$ cat config.mk
export PLATFORM = sky130hd
export DESIGN_NAME = fpu_result_commit_buffer
export DESIGN_NICKNAME = d
export VERILOG_FILES = /design/src/rtl/pa_rvfpm_pkg.sv /design/src/rtl/fpu_result_commit_buffer_fifo.sv /design/src/rtl/fpu_result_commit_buffer.sv
export SDC_FILE = /design/constraint.sdc
export NUM_CORES = 1
export LEC_CHECK = 0
export CAP_MARGIN = 30
export CORE_MARGIN = 8
export CORE_UTILIZATION = 35
export DETAILED_ROUTE_END_ITERATION = 16
export SYNTH_ARGS = -nofsm -noshare
export SYNTH_HDL_FRONTEND = slang
export SYNTH_HIERARCHICAL = 1
export SYNTH_SLANG_ARGS = --single-unit
$ cat constraint.sdc
create_clock -name ck -period 5.1 [get_ports ck]
set_input_delay 0.51 -clock ck [delete_from_list [all_inputs] [get_ports ck]]
set_output_delay 0.51 -clock ck [all_outputs]
set_load 0.05 [all_outputs]
$ cat src/rtl/pa_rvfpm_pkg.sv
// rtl/pa_rvfpm_pkg.sv - shared FPU model widths, result-entry type and head-state encoding
package pa_rvfpm;

  localparam int X_ID_WIDTH    = 4;
  localparam int FLEN          = 32;
  localparam int FPU_RES_DEPTH = 4;

  typedef struct packed {
    logic [X_ID_WIDTH-1:0] id;
    logic [FLEN-1:0]       data;
    logic [4:0]            rd;
    logic                  we;
    logic [4:0]            fflags;
  } fpu_res_entry_t;

  typedef enum logic [1:0] {
    HEAD_EMPTY,
    HEAD_WAIT,
    HEAD_DROP,
    HEAD_OFFER
  } head_state_e;

endpackage

$ cat src/rtl/fpu_result_commit_buffer_fifo.sv
// rtl/fpu_result_commit_buffer_fifo.sv - generic circular FIFO with occupancy count
module fpu_res_fifo #(
  parameter int WIDTH = 8,
  parameter int DEPTH = 4
) (
  input  logic                         ck,
  input  logic                         rst_n,
  input  logic                         push,
  input  logic [WIDTH-1:0]             push_data,
  input  logic                         pop,
  output logic [WIDTH-1:0]             head_data,
  output logic [$clog2(DEPTH+1)-1:0]   count,
  output logic                         full
);

  localparam int AW = $clog2(DEPTH);
  localparam int CW = $clog2(DEPTH+1);

  logic [WIDTH-1:0] mem [DEPTH];
  logic [AW-1:0]    wr_ptr;
  logic [AW-1:0]    rd_ptr;
  logic             do_push;
  logic             do_pop;

  assign full      = (count == CW'(DEPTH));
  assign do_push   = push && !full;
  assign do_pop    = pop && (count != '0);
  assign head_data = mem[rd_ptr];

  // Entry storage needs no reset: nothing reads it while count is zero.
  always_ff @(posedge ck) begin
    if (do_push) begin
      mem[wr_ptr] <= push_data;
    end
  end

  always_ff @(posedge ck or negedge rst_n) begin
    if (!rst_n) begin
      wr_ptr <= '0;
      rd_ptr <= '0;
      count  <= '0;
    end else begin
      if (do_push) begin
        wr_ptr <= wr_ptr + 1'b1;
      end
      if (do_pop) begin
        rd_ptr <= rd_ptr + 1'b1;
      end
      case ({do_push, do_pop})
        2'b10:   count <= count + 1'b1;
        2'b01:   count <= count - 1'b1;
        default: count <= count;
      endcase
    end
  end

endmodule

$ cat src/rtl/fpu_result_commit_buffer.sv
// rtl/fpu_result_commit_buffer.sv - holds FPU results until commit/kill, returns committed ones in order
module fpu_result_commit_buffer #(
  parameter int DEPTH      = pa_rvfpm::FPU_RES_DEPTH,
  parameter int X_ID_WIDTH = pa_rvfpm::X_ID_WIDTH,
  parameter int FLEN       = pa_rvfpm::FLEN
) (
  input  logic                         ck,
  input  logic                         rst_n,
  input  logic                         wb_valid,
  output logic                         wb_ready,
  input  logic [X_ID_WIDTH-1:0]        wb_id,
  input  logic [FLEN-1:0]              wb_data,
  input  logic [4:0]                   wb_rd,
  input  logic                         wb_we,
  input  logic [4:0]                   wb_fflags,
  input  logic                         commit_valid,
  input  logic [X_ID_WIDTH-1:0]        commit_id,
  input  logic                         commit_kill,
  output logic                         result_valid,
  input  logic                         result_ready,
  output logic [X_ID_WIDTH-1:0]        result_id,
  output logic [FLEN-1:0]              result_data,
  output logic [4:0]                   result_rd,
  output logic                         result_we,
  output logic [4:0]                   result_fflags,
  output logic [$clog2(DEPTH+1)-1:0]   occupancy
);

  import pa_rvfpm::*;

  localparam int IDN = 1 << X_ID_WIDTH;
  localparam int CW  = $clog2(DEPTH+1);

  typedef struct packed {
    logic [X_ID_WIDTH-1:0] id;
    logic [FLEN-1:0]       data;
    logic [4:0]            rd;
    logic                  we;
    logic [4:0]            fflags;
  } entry_t;

  entry_t          push_entry;
  entry_t          head;
  logic [CW-1:0]   count;
  logic            full;
  logic            pop;
  logic [IDN-1:0]  cmt;
  logic [IDN-1:0]  kil;
  logic            offered;
  head_state_e     head_state;

  assign push_entry = '{id: wb_id, data: wb_data, rd: wb_rd, we: wb_we, fflags: wb_fflags};
  assign wb_ready   = !full;
  assign occupancy  = count;

  fpu_res_fifo #(
    .WIDTH ($bits(entry_t)),
    .DEPTH (DEPTH)
  ) u_fifo (
    .ck        (ck),
    .rst_n     (rst_n),
    .push      (wb_valid && wb_ready),
    .push_data (push_entry),
    .pop       (pop),
    .head_data (head),
    .count     (count),
    .full      (full)
  );

  // Once offered, the head stays offered regardless of later scoreboard changes.
  always_comb begin
    head_state = HEAD_EMPTY;
    if (count != '0) begin
      if (offered)            head_state = HEAD_OFFER;
      else if (kil[head.id])  head_state = HEAD_DROP;
      else if (cmt[head.id])  head_state = HEAD_OFFER;
      else                    head_state = HEAD_WAIT;
    end
  end

  assign result_valid  = (head_state == HEAD_OFFER);
  assign pop           = (head_state == HEAD_DROP) || (result_valid && result_ready);
  assign result_id     = result_valid ? head.id     : '0;
  assign result_data   = result_valid ? head.data   : '0;
  assign result_rd     = result_valid ? head.rd     : '0;
  assign result_we     = result_valid && head.we;
  assign result_fflags = result_valid ? head.fflags : '0;

  always_ff @(posedge ck or negedge rst_n) begin
    if (!rst_n) begin
      offered <= 1'b0;
    end else begin
      offered <= result_valid && !result_ready;
    end
  end

  // The clear is written last so a pop beats a same-cycle commit for the same ID.
  always_ff @(posedge ck or negedge rst_n) begin
    if (!rst_n) begin
      cmt <= '0;
      kil <= '0;
    end else begin
      if (commit_valid) begin
        if (commit_kill) kil[commit_id] <= 1'b1;
        else             cmt[commit_id] <= 1'b1;
      end
      if (pop) begin
        cmt[head.id] <= 1'b0;
        kil[head.id] <= 1'b0;
      end
    end
  end

endmodule
# Yosys cells after proc, flatten, opt, wreduce, memory -nomap -nowiden
# Memories as Yosys holds them, arrays and structs flattened.
# Cells that the tools add are included.
dict set report word_totals {
  regBits 40
  ramBits 188
  in_bits 57
  wordCells 63
  memories 1
}
# name words width read_ports rd_ports_with_merged_regs wr line
set mem_list {}
lappend mem_list {u_fifo.mem 4 47 1 0 1 fpu_result_commit_buffer_fifo.sv:19} ;# logic [WIDTH-1:0] mem [DEPTH];
dict set report op_classes {
  n_addsub 4
  n_lt_le_gt_ge 4
  n_eq_ne 5
  n_mux 25
  bitwise 5
  n_reduce_logical 13
}
# op count
set ops {}
lappend ops {{16-bit two-way mux} 6}
lappend ops {{16-bit AND} 2}
lappend ops {{32-bit two-way mux} 1}
lappend ops {{16-bit OR} 2}
lappend ops {{16-bit NOT} 1}
lappend ops {{4-bit by 5-bit < comparator with 1-bit output (second input constant)} 2}
lappend ops {{5-bit two-way mux} 2}
lappend ops {{1-bit binary-select mux with 4-bit select} 2}
lappend ops {{1-bit demux with 4-bit select} 2}
lappend ops {{4-bit by 1-bit >= comparator with 1-bit output (second input constant)} 2}
lappend ops {{1-bit logical AND} 8}
lappend ops {{2-bit two-way mux} 4}
lappend ops {{2-bit equality test (second input constant)} 3}
lappend ops {{1-bit two-way mux} 6}
lappend ops {{3-bit case mux with 2 select lines} 1}
lappend ops {{2-bit by 1-bit adder with 2-bit output (second input constant)} 2}
lappend ops {{4-bit two-way mux} 1}
lappend ops {{3-bit by 1-bit adder with 3-bit output (second input constant)} 1}
lappend ops {{3-bit equality test (second input constant)} 1}
lappend ops {{3-bit nonzero test} 1}
lappend ops {{3-bit by 1-bit subtractor with 3-bit output (second input constant)} 1}
lappend ops {{2-bit by 1-bit equality test with 1-bit output (second input constant)} 1}
lappend ops {{1-bit logical NOT} 2}
lappend ops {{2-bit nonzero test} 1}
lappend ops {{1-bit logical OR} 1}

# Logic depth before layout (Yosys ltp)
# Gate-level depths: netlist of the first run.
# An unclocked memory read counts as a cell.
dict set report logic_depth {
  depth_word 13
  ltp_mapped 17
}

# Modules after synthesis
# The synthesis of the first run kept the hierarchy.
# mod n_inst cells_each area_each_um2 seq_area_each_um2
set by_module_without_submodules {}
lappend by_module_without_submodules {fpu_res_fifo 1 282 7216.9 5820.6}
lappend by_module_without_submodules {fpu_result_commit_buffer 1 234 2077.0 825.8}

# Worst setup path after synthesis of the first run
# Ideal clock, no wire load.
dict set report synth_timing {
  path_type {flip-flop to output port}
  from {register u_fifo.rd_ptr[0]}
  to {output port result_data[30]}
  arrival_ns 3.430
  required_time_ns 4.590
  slack_ns 1.160
  stages_incl_launch_ff 11
  path_buffers 4
  path_cell_list {dfrtp_1 buf_6 buf_12 mux4_2 buf_6 mux4_2 a22oi_2 a31oi_1 nor3b_1 clkbuf_1 and2_1}
}
# item line
set synth_lines {}
lappend synth_lines {{start, declared} fpu_result_commit_buffer_fifo.sv:21} ;# logic [AW-1:0] rd_ptr;
lappend synth_lines {{start signal, assigned} fpu_result_commit_buffer_fifo.sv:47} ;# rd_ptr <= rd_ptr + 1'b1;
lappend synth_lines {{end, declared} fpu_result_commit_buffer.sv:22} ;# output logic [FLEN-1:0] result_data,

==> results of run 1 <==
cell families after synthesis:
| kind of cell | count (synthesis) | synth area share, % |
|---|---|---|
| flip-flops | 228 | 71.51 |
| AND/OR/NAND/NOR | 110 | 6.987 |
| AO/OA/AOI/OAI | 70 | 3.985 |
| multiplexers | 58 | 13.62 |
| buffers and inverters | 38 | 2.437 |
| XOR/XNOR | 6 | 0.5655 |
| adder cells (fa/ha/maj) | 6 | 0.8885 |
state kept, by name (all words and copies together) (netlist names):
signal and count:
cmt 16, kil 16, offered 1, u_fifo/count 3, u_fifo/mem 188, u_fifo/rd_ptr 2
u_fifo/wr_ptr 2
what timing repair did:
action                     CTS  global route
hold endpoints to repair     0             0
gates resized for setup      1            43
setup endpoints to repair   43            43
setup buffers                3             0
placed cells by master, fill, tap and decap left out, drive strengths merged, types with 2 or more instances in the layout:
cell type / instances
bufinv: 4
ha: 5
nor4: 4
nor2: 11
clkdlybuf4s50: 64
nand2: 8
mux2i: 2
a21oi: 64
and2: 52
nor3b: 2
a31oi: 2
xnor2: 3
nand3: 2
dlymetal6s2s: 43
nor3: 15
nand2b: 5
buf: 15
mux2: 2
inv: 9
mux4: 54
clkbuf: 28
clkinv: 12
nor2b: 8
xor2: 3
dfrtp: 40
edfxtp: 188
cell type report:
class / count / area [sq um] / area share, %
antenna: 1 / 2.502 / 0.02147
sequential: 228 / 6651 / 57.06
tap: 335 / 419.2 / 3.596
multi-input combinational: 250 / 2431 / 20.86
clock buffer: 28 / 636.9 / 5.464
clock inverter: 17 / 192.7 / 1.653
inverter: 8 / 30.03 / 0.2576
timing repair buffer: 122 / 1292 / 11.09
metrics by stage:
step / util [%] / cell area [sq um]
floorplan: - / 9294
global placement: 41.02 / 10690
detailed placement: 41.02 / 10690
CTS: 44.31 / 11550
global route: 44.73 / 11660
finish: 44.73 / 11660
worst paths after layout:
kind	end	slack (ps)	cells after the start
min	kil[0]$_DFF_PN0_	130	1
min in group ck	cmt[7]$_DFF_PN0_	520	2
max reg2reg	u_fifo/count[2]$_DFFE_PN0P_	1120	14
max in group asynchronous	u_fifo/rd_ptr[0]$_DFFE_PN0P_	4270	1
min reg2reg	cmt[7]$_DFF_PN0_	520	2
max	result_valid	280	8
per-layer routing:
metal | track usage, % | vias up | wire length (um)
met2 | 21.01 | 160 | 9841
met3 | 3.517 | 35 | 1424
met5 | 0 | - | 13
li1 | - | 2250 | -
met1 | 15.82 | 2592 | 8206
met4 | 3.479 | 2 | 477
==> metrics.cfg, run 1 <==
[min_path]
hp-class=input pin to asynchronous set/reset pin

[timing]
setup_viol=0
hold_ws_ps=127.6
drv_slew=0
fin_skew_ps=12.85
rsz0062_at_grt=no
fin_crit_sh_pct=94.58
setup_tns_ps=0
relSlewSlack_pct=37.44
setup_slack_ps=276.2
fmax_ghz=0.2073
hold_viol=0
min_period_ps=4824
tightest_slew_ps=938.4

[worst_setup_path]
crit_chain=mux4_2, mux4_2, a22oi_2, nand3_1, or4_1, nor3b_2, buf_4, clkdlybuf4s50_1
end_kind=primary output
timing.critical_path.buf_inv=2
crit_start=u_fifo/rd_ptr[0]$_DFFE_PN0P_
start_kind=flop
cp_common_cell=mux4_2
critical-path-top-delay-family=multiplexers
crit_slowest_cell=clkdlybuf4s50_1
critPathMaxFanout=45
cp.required_ps=4590
critical_path.max_stage_delay_ps=770
crit_arrival_ps=4310
rr_startpoint=u_fifo/rd_ptr[0]$_DFFE_PN0P_
critical_path_class=flop to primary output

[synthesis]
ys_seq_area_share_pct=71.51
postSynthCellCount=516
ys_types=36
synth_common_cells=edfxtp_1, a21oi_1, mux4_2
synth_seq_cells=228
async_flop_share_pct=17.54
netlist_area_sq_um=9294
synth.most_common_cell=edfxtp_1
yosysWarnings=6
synthTopCellsByArea=edfxtp_1, mux4_2, dfrtp_1, a21oi_1, and2_1
syn-num-nets=579
synth_edf_count=188
synth_top_area_cell=edfxtp_1
syn_area_per_cell_sq_um=18.01
synth_ff_type=edfxtp_1
yosysTopAreaCellShare_pct=60.74

[floorplan]
io_pins=109
die_w_um=179.0
start_util_pct=35.67
num_rows=59
core_sq_um=26060
die_area_sq_um=32020
die_y_um=179.0

[layout]
drive_above_1_share_pct=18.99
instances_no_fill=989
nNetsFinal=698
syn2layout_area_growth_pct=25.42
final.fill_count=2256

[global_routing]
first_global_vias=5487
antenna_found_initial=2
grt_max_degree=46
grt_pass1_wl_um=31280
grt_usage_pct=12.58
overflow=0

[status]
status=finished, final reports clean

[routing]
drc=0
vias=5039
ant_nets=0
via_per_inst=5.095
wirelength_um=19960
drt_iter0_markers=395
wire_per_inst_um=20.19
dr.pass1.iters=6

[clocking]
cts_tree=yes
root_buffer=clkbuf_16
cts_buffers=25
cts_buffer_depth=3
cts.sinks=228
clk_pin_slew_ps=60
insertion_delay_ps=530
cts_htree_levels=1
hold_buffers=0

[placement]
dp_hpwl_um=12870
gp_congestion=0.9057
dp_slack_ps=487.9
numPlacedInstances=940
port_buffers=108

[run]
drv_cap=0

Power of run 1 is not shown: default switching activity piles up to over one toggle a cycle in this logic, so the estimate is an artifact.
==> run 2: changes to the inputs <==
Clock period 5.1 ns to 5.9 ns, I/O delays scaled along.
==> metrics.cfg, run 2 (synthesis gave the netlist of run 1 again) <==
[layout]
syn2layout_area_growth_pct=23.68
largest_register=u_fifo/mem
instances_no_fill=982  ; -0.71%
nNetsFinal=693  ; -0.72%
reg.largest.list=u_fifo/mem (188), cmt (16), kil (16)
diodes=0  ; -1
layout_common_cells=edfxtp_1, clkdlybuf4s50_1, a21oi_1, mux4_2
final_common_cell=edfxtp_1
drive_above_1_share_pct=18.08  ; -0.91 points
largest_reg_flops=188  ; unchanged
final.fill_count=2292  ; +1.6%

[global_routing]
antenna_found_initial=4  ; +2
met3_usage_pct=3.812  ; +0.29 points
grt_pass1_wl_um=30860  ; -1.3%
grt_max_degree=48  ; +4.3%
first_global_vias=5525  ; +0.69%
met1_usage_pct=15.20  ; -0.62 points
overflow=0  ; unchanged
grt_usage_pct=12.29  ; -0.29 points
met2_usage_pct=21.13  ; +0.13 points
grt.busiest_layer=met2

[clocking]
cts_buffers=26  ; +4.0%
hold_buffers=0  ; unchanged
cts_tree=yes
clk_pin_slew_ps=60  ; about the same
cts.sinks=228  ; unchanged
insertion_delay_ps=520  ; about the same
cts_buffer_depth=3  ; unchanged
root_buffer=clkbuf_16
cts_resized=0  ; -1
post-cts-setup-buffer-count=0  ; -3
cts_htree_levels=1  ; unchanged

[timing]
setup_tns_ps=0  ; unchanged
relSlewSlack_pct=35.81  ; -1.6 points
fin_skew_ps=13.85  ; +1.007 ps
fmax_ghz=0.1849
fin_crit_sh_pct=91.69
tightest_slew_ps=962.9  ; +24.53 ps
hold_viol=0  ; unchanged
setup_slack_ps=490.2  ; +214.0 ps
drv_slew=0  ; unchanged
setup_viol=0  ; unchanged
rsz0062_at_grt=no
min_period_ps=5410

[routing]
wire_per_inst_um=19.87  ; -1.5%
via_per_inst=5.178  ; +1.6%
vias=5085  ; +0.91%
dr.pass1.iters=4  ; -2
wirelength_um=19520  ; -2.2%
ant_nets=0  ; unchanged
drc=0  ; unchanged
drt_iter0_markers=407  ; +3.0%

[floorplan]
io_pins=109  ; unchanged
start_util_pct=35.67  ; unchanged
core_sq_um=26060  ; unchanged
num_rows=59  ; unchanged
die_area_sq_um=32020  ; unchanged
die_y_um=179.0  ; unchanged
die_w_um=179.0  ; unchanged

[worst_setup_path]
end_kind=primary output
start_kind=flop
rr_startpoint=u_fifo/rd_ptr[0]$_DFFE_PN0P_
reg2regPathDepth=14  ; unchanged
critPathMaxFanout=44  ; -2.2%
crit_start=u_fifo/rd_ptr[0]$_DFFE_PN0P_
crit_arrival_ps=4820  ; +510 ps
reg2reg_to=u_fifo/count[2]$_DFFE_PN0P_
cp.required_ps=5310  ; +720 ps
rrSetupSlack_ps=1140  ; +20 ps
critical_path_class=flop to primary output

[run]
drv_cap=0  ; unchanged

[placement]
port_buffers=108  ; unchanged
gp_congestion=0.9248  ; +2.1%
dp_hpwl_um=12070  ; -6.3%
numPlacedInstances=937  ; -0.32%
dp_slack_ps=985.0  ; +497.2 ps

[status]
status=finished, final reports clean

[min_path]
hp-class=input pin to asynchronous set/reset pin

==> run 2: cell types whose count changed in the layout (fill, tap and decap cells not counted), moves of 2 or more <==
cell             delta
clkbuf_8            +2
clkinv_2            -4
clkbuf_16           +2
clkinv_1            -4
bufinv_16           -3
clkbuf_1            +5
clkdlybuf4s50_1    +43
dlymetal6s2s_1     -43
buf_4               -5
==> run 2: critical path, cell delays in order, from the launching register on <==
cell	delay (ps)
dfrtp_4	630
mux4_2	780
mux4_2	550
a22oi_2	190
nand3_1	120
or4_1	550
nor3b_2	210
buf_4	270
and2_1	240
clkdlybuf4s50_1	710
==> run 2: metal layers <==
layer | wire length [um] | vias up | share of wire (%)
met5 | 52 | - | 0.27
met4 | 255 | 8 | 1.3
met3 | 1462 | 32 | 7.5
met2 | 9790 | 167 | 50
met1 | 7956 | 2638 | 41
li1 | - | 2240 | -
==> run 2: metrics by stage <==
stage / hold WS [ps] / instance area (sq um) / utilization, %
after floorplan: 294.4 / 9294 / -
after global placement: 507.8 / 10670 / 40.94
after detailed placement: 516.4 / 10670 / 40.94
after CTS: 210.3 / 11490 / 44.11
after global routing: 262.4 / 11490 / 44.11
final: 196.9 / 11490 / 44.11
==> run 2: final cells by class <==
| type | count | area, sq um | share of cell area [%] |
|---|---|---|---|
| tap | 335 | 419.2 | 3.646 |
| sequential | 228 | 6651 | 57.86 |
| clock buffer | 37 | 733.2 | 6.379 |
| inverter | 8 | 30.03 | 0.2612 |
| clock inverter | 8 | 93.84 | 0.8164 |
| timing repair buffer | 116 | 1136 | 9.884 |
| multi-input combinational | 250 | 2431 | 21.15 |
==> run 2: how the worst max path moves through the flow <==
stage / end / slack, ps / cells after the start
finish: result_data[12] / 490 / 9
global route: result_data[12] / 270 / 9
CTS: result_rd[3] / 420 / 9
detailed placement: result_rd[3] / 990 / 9
global placement: result_rd[3] / 1050 / 9
floorplan: result_data[30] / 1880 / 10
Power of run 2 is left out for the same reason.
==> run 3: changes to the inputs <==
Settings changed: CORE_MARGIN 8 to unset.
==> metrics.cfg, run 3 (synthesis gave the netlist of run 1 again) <==
[timing]
relSlewSlack_pct=34.21  ; -1.6 points
min_period_ps=5327  ; -83.05 ps
drv_slew=0  ; unchanged
fin_crit_sh_pct=90.28  ; -1.4 points
setup_viol=0  ; unchanged
fin_skew_ps=17.23  ; +3.378 ps
fmax_ghz=0.1877  ; +1.6%
setup_tns_ps=0  ; unchanged
tightest_slew_ps=986.9  ; +23.96 ps
hold_viol=0  ; unchanged
rsz0062_at_grt=no

[routing]
via_per_inst=5.012  ; -3.2%
wirelength_um=18890  ; -3.2%
drt_iter0_markers=310  ; -24%
vias=4932  ; -3.0%
dr.pass1.iters=4  ; unchanged
wire_per_inst_um=19.20  ; -3.4%
ant_nets=0  ; unchanged
drc=0  ; unchanged

[layout]
multiInputGateArea_sq_um=2431  ; unchanged
drive_above_1_share_pct=18.36  ; +0.28 points
final-seq-area_sq_um=6651  ; unchanged
nNetsFinal=692  ; -0.14%
largest_reg_flops=188  ; unchanged
finish.utilization_pct=43.94  ; -0.17 points
layout_common_cells=edfxtp_1, clkdlybuf4s50_1, a21oi_1, mux4_2
largest_register=u_fifo/mem
final.fill_count=2274  ; -0.79%
syn2layout_area_growth_pct=23.21
reg.largest.list=u_fifo/mem (188), cmt (16), kil (16)
final_common_cell=edfxtp_1

[clocking]
cts.sinks=228  ; unchanged
insertion_delay_ps=510  ; about the same
post-cts-setup-buffer-count=0  ; unchanged
root_buffer=clkbuf_16
cts_tree=yes
cts_buffers=25  ; -3.8%
clk_pin_slew_ps=60  ; about the same
cts_htree_levels=1  ; unchanged
cts_resized=0  ; unchanged
hold_buffers=0  ; unchanged
cts_buffer_depth=3  ; unchanged

[placement]
port_buffers=108  ; unchanged
dp_hpwl_um=11630  ; -3.6%
gp_congestion=0.8403  ; -9.1%

[floorplan]
die_y_um=165.0  ; -7.8%
die_w_um=165.0  ; -7.8%
start_util_pct=35.67  ; unchanged
io_pins=109  ; unchanged
core_sq_um=26060  ; unchanged
die_area_sq_um=27210  ; -15%
num_rows=59  ; unchanged

[worst_setup_path]
critPathMaxFanout=44  ; unchanged
start_kind=flop
cp.required_ps=5310  ; about the same
critical_path_class=flop to primary output
crit_arrival_ps=4740  ; -80 ps
end_kind=primary output

[global_routing]
overflow=0  ; unchanged
grt_pass1_wl_um=29570  ; -4.2%
first_global_vias=5201  ; -5.9%
antenna_found_initial=1  ; -3
grt_max_degree=45  ; -6.3%
grt_usage_pct=14.41  ; +2.1 points

[status]
status=finished, final reports clean

[run]
drv_cap=0  ; unchanged

[min_path]
hp-class=input pin to asynchronous set/reset pin

-- run 3: changes by cell type in the layout (fill, tap and decap cells not counted), moves of 2 or more --
| cell | delta |
|---|---|
| clkbuf_8 | -2 |
| clkinv_2 | +5 |
| inv_6 | +2 |
| clkbuf_1 | -5 |
| clkbuf_16 | -2 |
| clkinv_1 | +4 |
-- run 3: final cells by class --
type,instances,share of cell area (%)
clock buffers,28,5.562
repair buffers,116,9.921
multi-input cells,250,21.23
well taps,335,3.660
flip-flops and latches,228,58.09
clock inverters,18,1.257
inverters,8,0.2622
diodes,1,0.02185
-- run 3: routing by layer --
layer	vias to the layer above	track usage, %	share of wire [%]
li1	2239	-	-
met1	2531	18.99	42
met2	140	23.89	49
met3	22	3.692	7.0
met4	0	3.294	1.5
met5	-	0	0
-- run 3: worst max-delay path: stages (launching register included) --
cell	delay (ps)
dfrtp_4	670
mux4_2	760
mux4_2	510
a22oi_2	190
nand3_1	80
or4_1	540
nor3b_2	210
buf_4	290
and2_1	230
clkdlybuf4s50_1	710
-- run 3: worst paths after layout --
path / from / endpoint / slack (ps) / cells past startpoint
max: u_fifo/rd_ptr[0]$_DFFE_PN0P_ / result_data[15] / 570 / 9
min: rst_n / cmt[0]$_DFF_PN0_ / 220 / 1
max in group asynchronous: rst_n / u_fifo/rd_ptr[0]$_DFFE_PN0P_ / 5000 / 1
min in group ck: cmt[1]$_DFF_PN0_ / cmt[1]$_DFF_PN0_ / 530 / 2
max reg2reg: u_fifo/rd_ptr[0]$_DFFE_PN0P_ / u_fifo/count[1]$_DFFE_PN0P_ / 1170 / 12
min reg2reg: cmt[1]$_DFF_PN0_ / cmt[1]$_DFF_PN0_ / 530 / 2
-- run 3: through the flow --
stage	area, sq um	setup slack [ps]	instances	hold WS [ps]
6_report	11450	573.3	984	216.8
5_1_grt	11450	311.0	983	282.8
4_1_cts	11450	483.2	983	223.2
3_5_place_dp	10670	1036	937	518.8
3_3_place_gp	10670	1093	937	507.9
2_1_floorplan	9294	1880	516	294.4
Power of run 3 is left out for the same reason.
